File: src/rtl/swapout_sequence_player_if.sv
`default_nettype none
// ============================================================================
// Module   : swapout_sequence_player_if
// Brief    : Table-write, sequence control and TX event handshake bundle
//            between the swapout start logic / EVG TX arbiter and the
//            sequence player.
// Revision : 1.0 - initial release
// ============================================================================
interface swapout_sequence_player_if #(
  parameter int ADDR_WIDTH  = 5,
  parameter int DELAY_WIDTH = 16
);
  logic                       tblWrEnable;
  logic [ADDR_WIDTH-1:0]      tblWrAddr;
  logic [DELAY_WIDTH+7:0]     tblWrData;
  logic                       sequenceStart;
  logic                       sequenceAbort;
  logic [7:0]                 evCode;
  logic                       evValid;
  logic                       evReady;
  logic                       busy;
  logic                       startIgnored;
  logic [15:0]                sequenceCount;

  // Environment side: writes the table, starts/aborts, accepts events
  modport master (
    output tblWrEnable, tblWrAddr, tblWrData, sequenceStart, sequenceAbort, evReady,
    input  evCode, evValid, busy, startIgnored, sequenceCount
  );

  // Player side
  modport slave (
    input  tblWrEnable, tblWrAddr, tblWrData, sequenceStart, sequenceAbort, evReady,
    output evCode, evValid, busy, startIgnored, sequenceCount
  );
endinterface
`default_nettype wire

File: src/rtl/swapout_sequence_player.sv
`default_nettype none
// ============================================================================
// Module   : swapout_sequence_player
// Brief    : On a start pulse, walks a writable (delay, event code) table and
//            offers each code to the TX event arbiter via valid/ready.
//            Code 0x00 terminates a sequence early; otherwise the walk stops
//            after the last table entry.
// Revision : 1.0 - initial release
// ============================================================================
module swapout_sequence_player #(
  parameter int ADDR_WIDTH  = 5,
  parameter int DELAY_WIDTH = 16
) (
  input  logic                     evgTxClk,
  input  logic                     evgTxRst_n,
  swapout_sequence_player_if.slave bus
);

  localparam int DEPTH = 1 << ADDR_WIDTH;
  localparam logic [ADDR_WIDTH-1:0] LAST_ADDR = '1;

  typedef enum logic [1:0] {IDLE, FETCH, WAIT, EMIT} state_t;

  state_t                  state, state_next;
  logic [1:0]              rst_sync;
  logic                    rst_int_n;
  logic [DELAY_WIDTH+7:0]  mem [DEPTH];
  logic [DELAY_WIDTH+7:0]  rd_data;
  logic [ADDR_WIDTH-1:0]   ptr, ptr_next;
  logic [DELAY_WIDTH-1:0]  delay_cnt, cnt_next;
  logic                    fetch_phase, phase_next;
  logic [7:0]              entry_code, entry_code_next;
  logic [7:0]              ev_code, ev_code_next;
  logic                    ev_valid, ev_valid_next;
  logic                    busy_r;
  logic                    start_ignored, ignored_next;
  logic [15:0]             seq_count, count_next;

  // Reset synchroniser: assertion is immediate, release is aligned to the clock
  always_ff @(posedge evgTxClk or negedge evgTxRst_n) begin
    if (!evgTxRst_n) rst_sync <= 2'b00;
    else             rst_sync <= {rst_sync[0], 1'b1};
  end
  assign rst_int_n = rst_sync[1];

  // Event table: one write port, one registered read port addressed by the
  // entry pointer; a same-address write on the read edge returns old data
  always_ff @(posedge evgTxClk) begin
    if (bus.tblWrEnable) mem[bus.tblWrAddr] <= bus.tblWrData;
    rd_data <= mem[ptr];
  end

  // State and datapath registers
  always_ff @(posedge evgTxClk or negedge rst_int_n) begin
    if (!rst_int_n) begin
      state         <= IDLE;
      ptr           <= '0;
      delay_cnt     <= '0;
      fetch_phase   <= 1'b0;
      entry_code    <= 8'h00;
      ev_code       <= 8'h00;
      ev_valid      <= 1'b0;
      busy_r        <= 1'b0;
      start_ignored <= 1'b0;
      seq_count     <= 16'h0000;
    end else begin
      state         <= state_next;
      ptr           <= ptr_next;
      delay_cnt     <= cnt_next;
      fetch_phase   <= phase_next;
      entry_code    <= entry_code_next;
      ev_code       <= ev_code_next;
      ev_valid      <= ev_valid_next;
      busy_r        <= (state_next != IDLE);
      start_ignored <= ignored_next;
      seq_count     <= count_next;
    end
  end

  // Next-state and output logic; abort overrides every non-idle transition
  always_comb begin
    state_next      = state;
    ptr_next        = ptr;
    cnt_next        = delay_cnt;
    phase_next      = fetch_phase;
    entry_code_next = entry_code;
    ev_code_next    = ev_code;
    ev_valid_next   = ev_valid;
    count_next      = seq_count;
    ignored_next    = 1'b0;

    case (state)
      IDLE: begin
        if (bus.sequenceStart && !bus.sequenceAbort) begin
          state_next = FETCH;
          ptr_next   = '0;
          phase_next = 1'b0;
        end
      end
      FETCH: begin
        // First cycle issues the read, second cycle consumes the RAM output
        if (!fetch_phase) begin
          phase_next = 1'b1;
        end else if (rd_data[7:0] == 8'h00) begin
          state_next = IDLE;
          count_next = seq_count + 16'd1;
        end else begin
          cnt_next        = rd_data[DELAY_WIDTH+7:8];
          entry_code_next = rd_data[7:0];
          state_next      = WAIT;
        end
      end
      WAIT: begin
        if (delay_cnt == '0) begin
          ev_code_next  = entry_code;
          ev_valid_next = 1'b1;
          state_next    = EMIT;
        end else begin
          cnt_next = delay_cnt - DELAY_WIDTH'(1);
        end
      end
      EMIT: begin
        if (bus.evReady) begin
          ev_valid_next = 1'b0;
          if (ptr == LAST_ADDR) begin
            state_next = IDLE;
            count_next = seq_count + 16'd1;
          end else begin
            ptr_next   = ptr + ADDR_WIDTH'(1);
            phase_next = 1'b0;
            state_next = FETCH;
          end
        end
      end
      default: state_next = IDLE;
    endcase

    if (state != IDLE) begin
      if (bus.sequenceAbort) begin
        state_next    = IDLE;
        ev_valid_next = 1'b0;
        count_next    = seq_count;
      end else if (bus.sequenceStart) begin
        ignored_next = 1'b1;
      end
    end
  end

  assign bus.evCode        = ev_code;
  assign bus.evValid       = ev_valid;
  assign bus.busy          = busy_r;
  assign bus.startIgnored  = start_ignored;
  assign bus.sequenceCount = seq_count;

endmodule
`default_nettype wire

File: src/flat_wrapper.sv
// flat-port wrapper written by rule: the top's interface ports become plain ports
module swapout_sequence_player_flat 
#(
  parameter int ADDR_WIDTH  = 5,
  parameter int DELAY_WIDTH = 16
)
  (evgTxClk, evgTxRst_n, bus_tblWrEnable, bus_tblWrAddr, bus_tblWrData, bus_sequenceStart, bus_sequenceAbort, bus_evReady, bus_evCode, bus_evValid, bus_busy, bus_startIgnored, bus_sequenceCount);
  swapout_sequence_player_if #(.ADDR_WIDTH(ADDR_WIDTH), .DELAY_WIDTH(DELAY_WIDTH)) bus_i ();
  input  logic evgTxClk;
  input  logic evgTxRst_n;
  input wire logic [$bits(bus_i.tblWrEnable)-1:0] bus_tblWrEnable;
  input wire logic [$bits(bus_i.tblWrAddr)-1:0] bus_tblWrAddr;
  input wire logic [$bits(bus_i.tblWrData)-1:0] bus_tblWrData;
  input wire logic [$bits(bus_i.sequenceStart)-1:0] bus_sequenceStart;
  input wire logic [$bits(bus_i.sequenceAbort)-1:0] bus_sequenceAbort;
  input wire logic [$bits(bus_i.evReady)-1:0] bus_evReady;
  output wire logic [$bits(bus_i.evCode)-1:0] bus_evCode;
  output wire logic [$bits(bus_i.evValid)-1:0] bus_evValid;
  output wire logic [$bits(bus_i.busy)-1:0] bus_busy;
  output wire logic [$bits(bus_i.startIgnored)-1:0] bus_startIgnored;
  output wire logic [$bits(bus_i.sequenceCount)-1:0] bus_sequenceCount;
  assign bus_i.tblWrEnable = bus_tblWrEnable;
  assign bus_i.tblWrAddr = bus_tblWrAddr;
  assign bus_i.tblWrData = bus_tblWrData;
  assign bus_i.sequenceStart = bus_sequenceStart;
  assign bus_i.sequenceAbort = bus_sequenceAbort;
  assign bus_i.evReady = bus_evReady;
  assign bus_evCode = bus_i.evCode;
  assign bus_evValid = bus_i.evValid;
  assign bus_busy = bus_i.busy;
  assign bus_startIgnored = bus_i.startIgnored;
  assign bus_sequenceCount = bus_i.sequenceCount;
  swapout_sequence_player #(.ADDR_WIDTH(ADDR_WIDTH), .DELAY_WIDTH(DELAY_WIDTH)) u_core (.evgTxClk(evgTxClk), .evgTxRst_n(evgTxRst_n), .bus(bus_i));
endmodule
File: config.mk
export PLATFORM = sky130hd
export DESIGN_NAME = swapout_sequence_player_flat
export DESIGN_NICKNAME = d
export VERILOG_FILES = /design/src/rtl/swapout_sequence_player_if.sv /design/src/rtl/swapout_sequence_player.sv /design/src/flat_wrapper.sv
export SDC_FILE = /design/constraint.sdc
export NUM_CORES = 1
export LEC_CHECK = 0
export BUFFER_PORTS_ARGS = -buffer_cell sky130_fd_sc_hd__buf_4
export CORE_ASPECT_RATIO = 1.5
export CORE_MARGIN = 1
export CORE_UTILIZATION = 40
export CTS_CLUSTER_SIZE = 12
export DETAILED_ROUTE_END_ITERATION = 6
export SYNTH_ARGS = -nofsm -noshare
export SYNTH_HDL_FRONTEND = slang
export SYNTH_SLANG_ARGS = --single-unit
File: constraint.sdc
create_clock -name evgTxClk -period 2 [get_ports evgTxClk]
set_input_delay 0.4 -clock evgTxClk [delete_from_list [all_inputs] [get_ports evgTxClk]]
set_output_delay 0.4 -clock evgTxClk [all_outputs]
set_load 0.05 [all_outputs]
==> reports/results.tsv <==
metric	value	unit
h-tree-depth	3	
synth_area_leader_cell	edfxtp_1	
finalSetupViolations	36	
start_util	0.405	
cts.sinks	853	
place_congestion	0.846	
cp.required	2.49	ns
final_common_cell	edfxtp_1	
hold_ws	0.0503	ns
period_needed	2.12	ns
die_h	353	um
placed_cells	2996	
cp_cell_sequence	buf_12 > buf_16 > buf_12 > buf_12 > mux4_2 > o211ai_1 > o22ai_1	
port_buffers	61	
insertion_delay	0.65	ns
drc	1	
first_global_vias	18946	
worstHoldStart	bus_sequenceStart	
rows	128	
grt_pass1_wl	127000	um
fmax	471	MHz
fin_ws	-0.123	ns
cp_max_fo	7	
seq_area_frac_synth	0.762	
io-pin-count	62	
start_kind	register	
async_reset_ff_frac	0.0715	
synth_area	0.0329	sq mm
drive_gt1_frac	0.311	
ant_nets	0	
max_stage_delay	0.53	ns
antenna_found_initial	1	
p_leak	13.2	nW
postLayoutCoreUtil	0.500	
synth_area_leaders	edfxtp_1 70%, mux4_2 6.6%, mux2i_1 5.8%	
wl_per_cell	27.6	um
syn-num-nets	1818	
cts_tree	built	
cts_buffers	84	
outcome	finished with violations	
slew_headroom	0.540	
coreArea	0.0814	sq mm
cp.arrival	2.62	ns
cts_max_path_buffers	3	
grtUsageTotal	0.211	
fin_area	0.0407	sq mm
grt_max_degree	36	
vias	18308	
cp_slowest_cell	dfrtp_4	
stdcell_count	3191	
placed_area	0.0372	sq mm
crit_start	u_core.ptr[0]$_DFFE_PN0P_	
firstDrtPassIters	7	
drt_wl_total	88100	um
synth_ff_type	edfxtp_1	
final_cell_mix	768 x edfxtp_1, 222 x buf_4, 189 x mux2i_1, 96 x mux4_2, 85 x clkbuf_16	
crit_top_cell	buf_12	
crit_path_end_kind	register	
synthDistinctLibCells	59	
dpl.hpwl	55800	um
tightest_slew	0.690	ns
area_growth	23.7	%
via_per_inst	5.74	
cts_root_buf	clkbuf_16	
finalHoldViolCount	0	
clk_pin_slew	0.06	ns
period_share	1.06	
ys_warn_count	0	
total_power	0.0402	W
diodes	0	
synth-edff-count	768	
layout.nets	2128	
worst_clock_skew	0.0246	ns
synthCells	1778	
die_w	236	um
power_density	988	mW/mm^2
violations	DRC, setup timing	
maxCapViolCount	0	
die_area	0.0835	sq mm
drv_slew	0	
rsz0062_at_grt	yes	
vdd_drop_max	643	uV
syn_avg_cell_area	18.5	sq um
critical_path_buf_inv_count	4	
grt_overflow	0	
hold_class	input port to register	
synth-seq-cells	853	
r2r_start	u_core.ptr[0]$_DFFE_PN0P_	
yosysTopAreaCellShare	0.701	
critical_path.top_delay_family	buffers and inverters	
critPathKind	register to register	
drtIter0Drc	1485	
state kept, by name (all words and copies together), names as in the netlist:
name / count
u_core.bus.busy: 1
u_core.bus.evCode: 8
u_core.bus.evValid: 1
u_core.bus.sequenceCount: 16
u_core.bus.startIgnored: 1
u_core.delay_cnt: 16
u_core.entry_code: 8
u_core.fetch_phase: 1
u_core.mem: 768
u_core.ptr: 5
u_core.rd_data: 24
u_core.rst_sync: 2
u_core.state: 2
synthesized netlist by cell type (all sizes together) (3+ instances only):
library cell and count:
nor3b 3, a22oi 27, o211ai 25, or3 6
or3b 4, xnor2 12, edfxtp 768, buf 39
nand3 17, or2 3, nor2 71, nor2b 3
nand3b 7, mux2i 192, dfrtp 61, ha 5
o22ai 100, o21ai 17, o221ai 24, nand2 50
a21oi 42, nor4 8, nor3 31, xor2 4
a211o 24, o21a 3, inv 4, mux2 9
nand2b 4, mux4 96, nand4 6, clkbuf 62
o31ai 3, dfxtp 24
logic make-up after synthesis:
| group | after synthesis | synth area share |
|---|---|---|
| DFF | 853 | 0.762 |
| muxes | 297 | 0.127 |
| AOI/OAI and AO/OA | 281 | 0.0587 |
| and+or+nand+nor | 220 | 0.0323 |
| buffers and inverters | 105 | 0.0140 |
| xor gates and xnor gates | 16 | 0.00426 |
| adders and majority gates | 5 | 0.00190 |
| other | 1 | 0.000114 |
power breakdown:
part	switching (W)	total (W)	internal, W
clock	0.00655	0.0146	0.00806
sequential	0.000489	0.0205	0.0200
combinational	0.00252	0.00514	0.00262
through the flow:
step	setup TNS, ns	setup WS [ns]
detailed placement	-2.48	-0.395
global route	-5.13	-0.168
CTS	-1.54	-0.106
global placement	-1.37	-0.381
finish	-1.92	-0.123
floorplan	-105.02	-0.378
layer usage:
layer  vias to the layer above  global-route usage  share of wire
li1                       7879                   -              -
met3                       143              0.0273          0.046
met4                         0              0.0717          0.030
met5                         -                   0              0
met1                      9698               0.252           0.38
met2                       588               0.388           0.54
worst paths after layout:
kind / cells past startpoint / to / slack [ns]
min reg2reg: 0 / u_core.delay_cnt[14]$_DFFE_PN0P_ / 0.30
max: 7 / u_core.rd_data[19]$_DFF_P_ / -0.12
min in group asynchronous: 2 / u_core.rst_sync[0]$_DFF_PN0_ / 0.09
max reg2reg: 7 / u_core.rd_data[19]$_DFF_P_ / -0.12
min: 2 / u_core.bus.startIgnored$_DFF_PN0_ / 0.05
max in group asynchronous: 1 / u_core.bus.sequenceCount[12]$_DFFE_PN0P_ / 1.08
final cells by class:
| cell class | instances | area, sq um |
|---|---|---|
| multi-input combinational | 820 | 8230 |
| clock buffer | 136 | 2340 |
| timing repair buffer | 325 | 3600 |
| sequential | 853 | 25100 |
| clock inverter | 13 | 153 |
| inverter | 4 | 15.0 |
| fill | 6599 | 40600 |
| tap | 1040 | 1300 |
timing repair:
item / CTS / global route
resized for setup: 55 / 76
hold buffers: 2 / 0
cloned: 3 / 1
setup endpoints to repair: 49 / 63
pin swaps: 17 / 27
hold endpoints to repair: 7 / 0
setup buffers: 20 / 23
(Power assumes the default switching activity.)
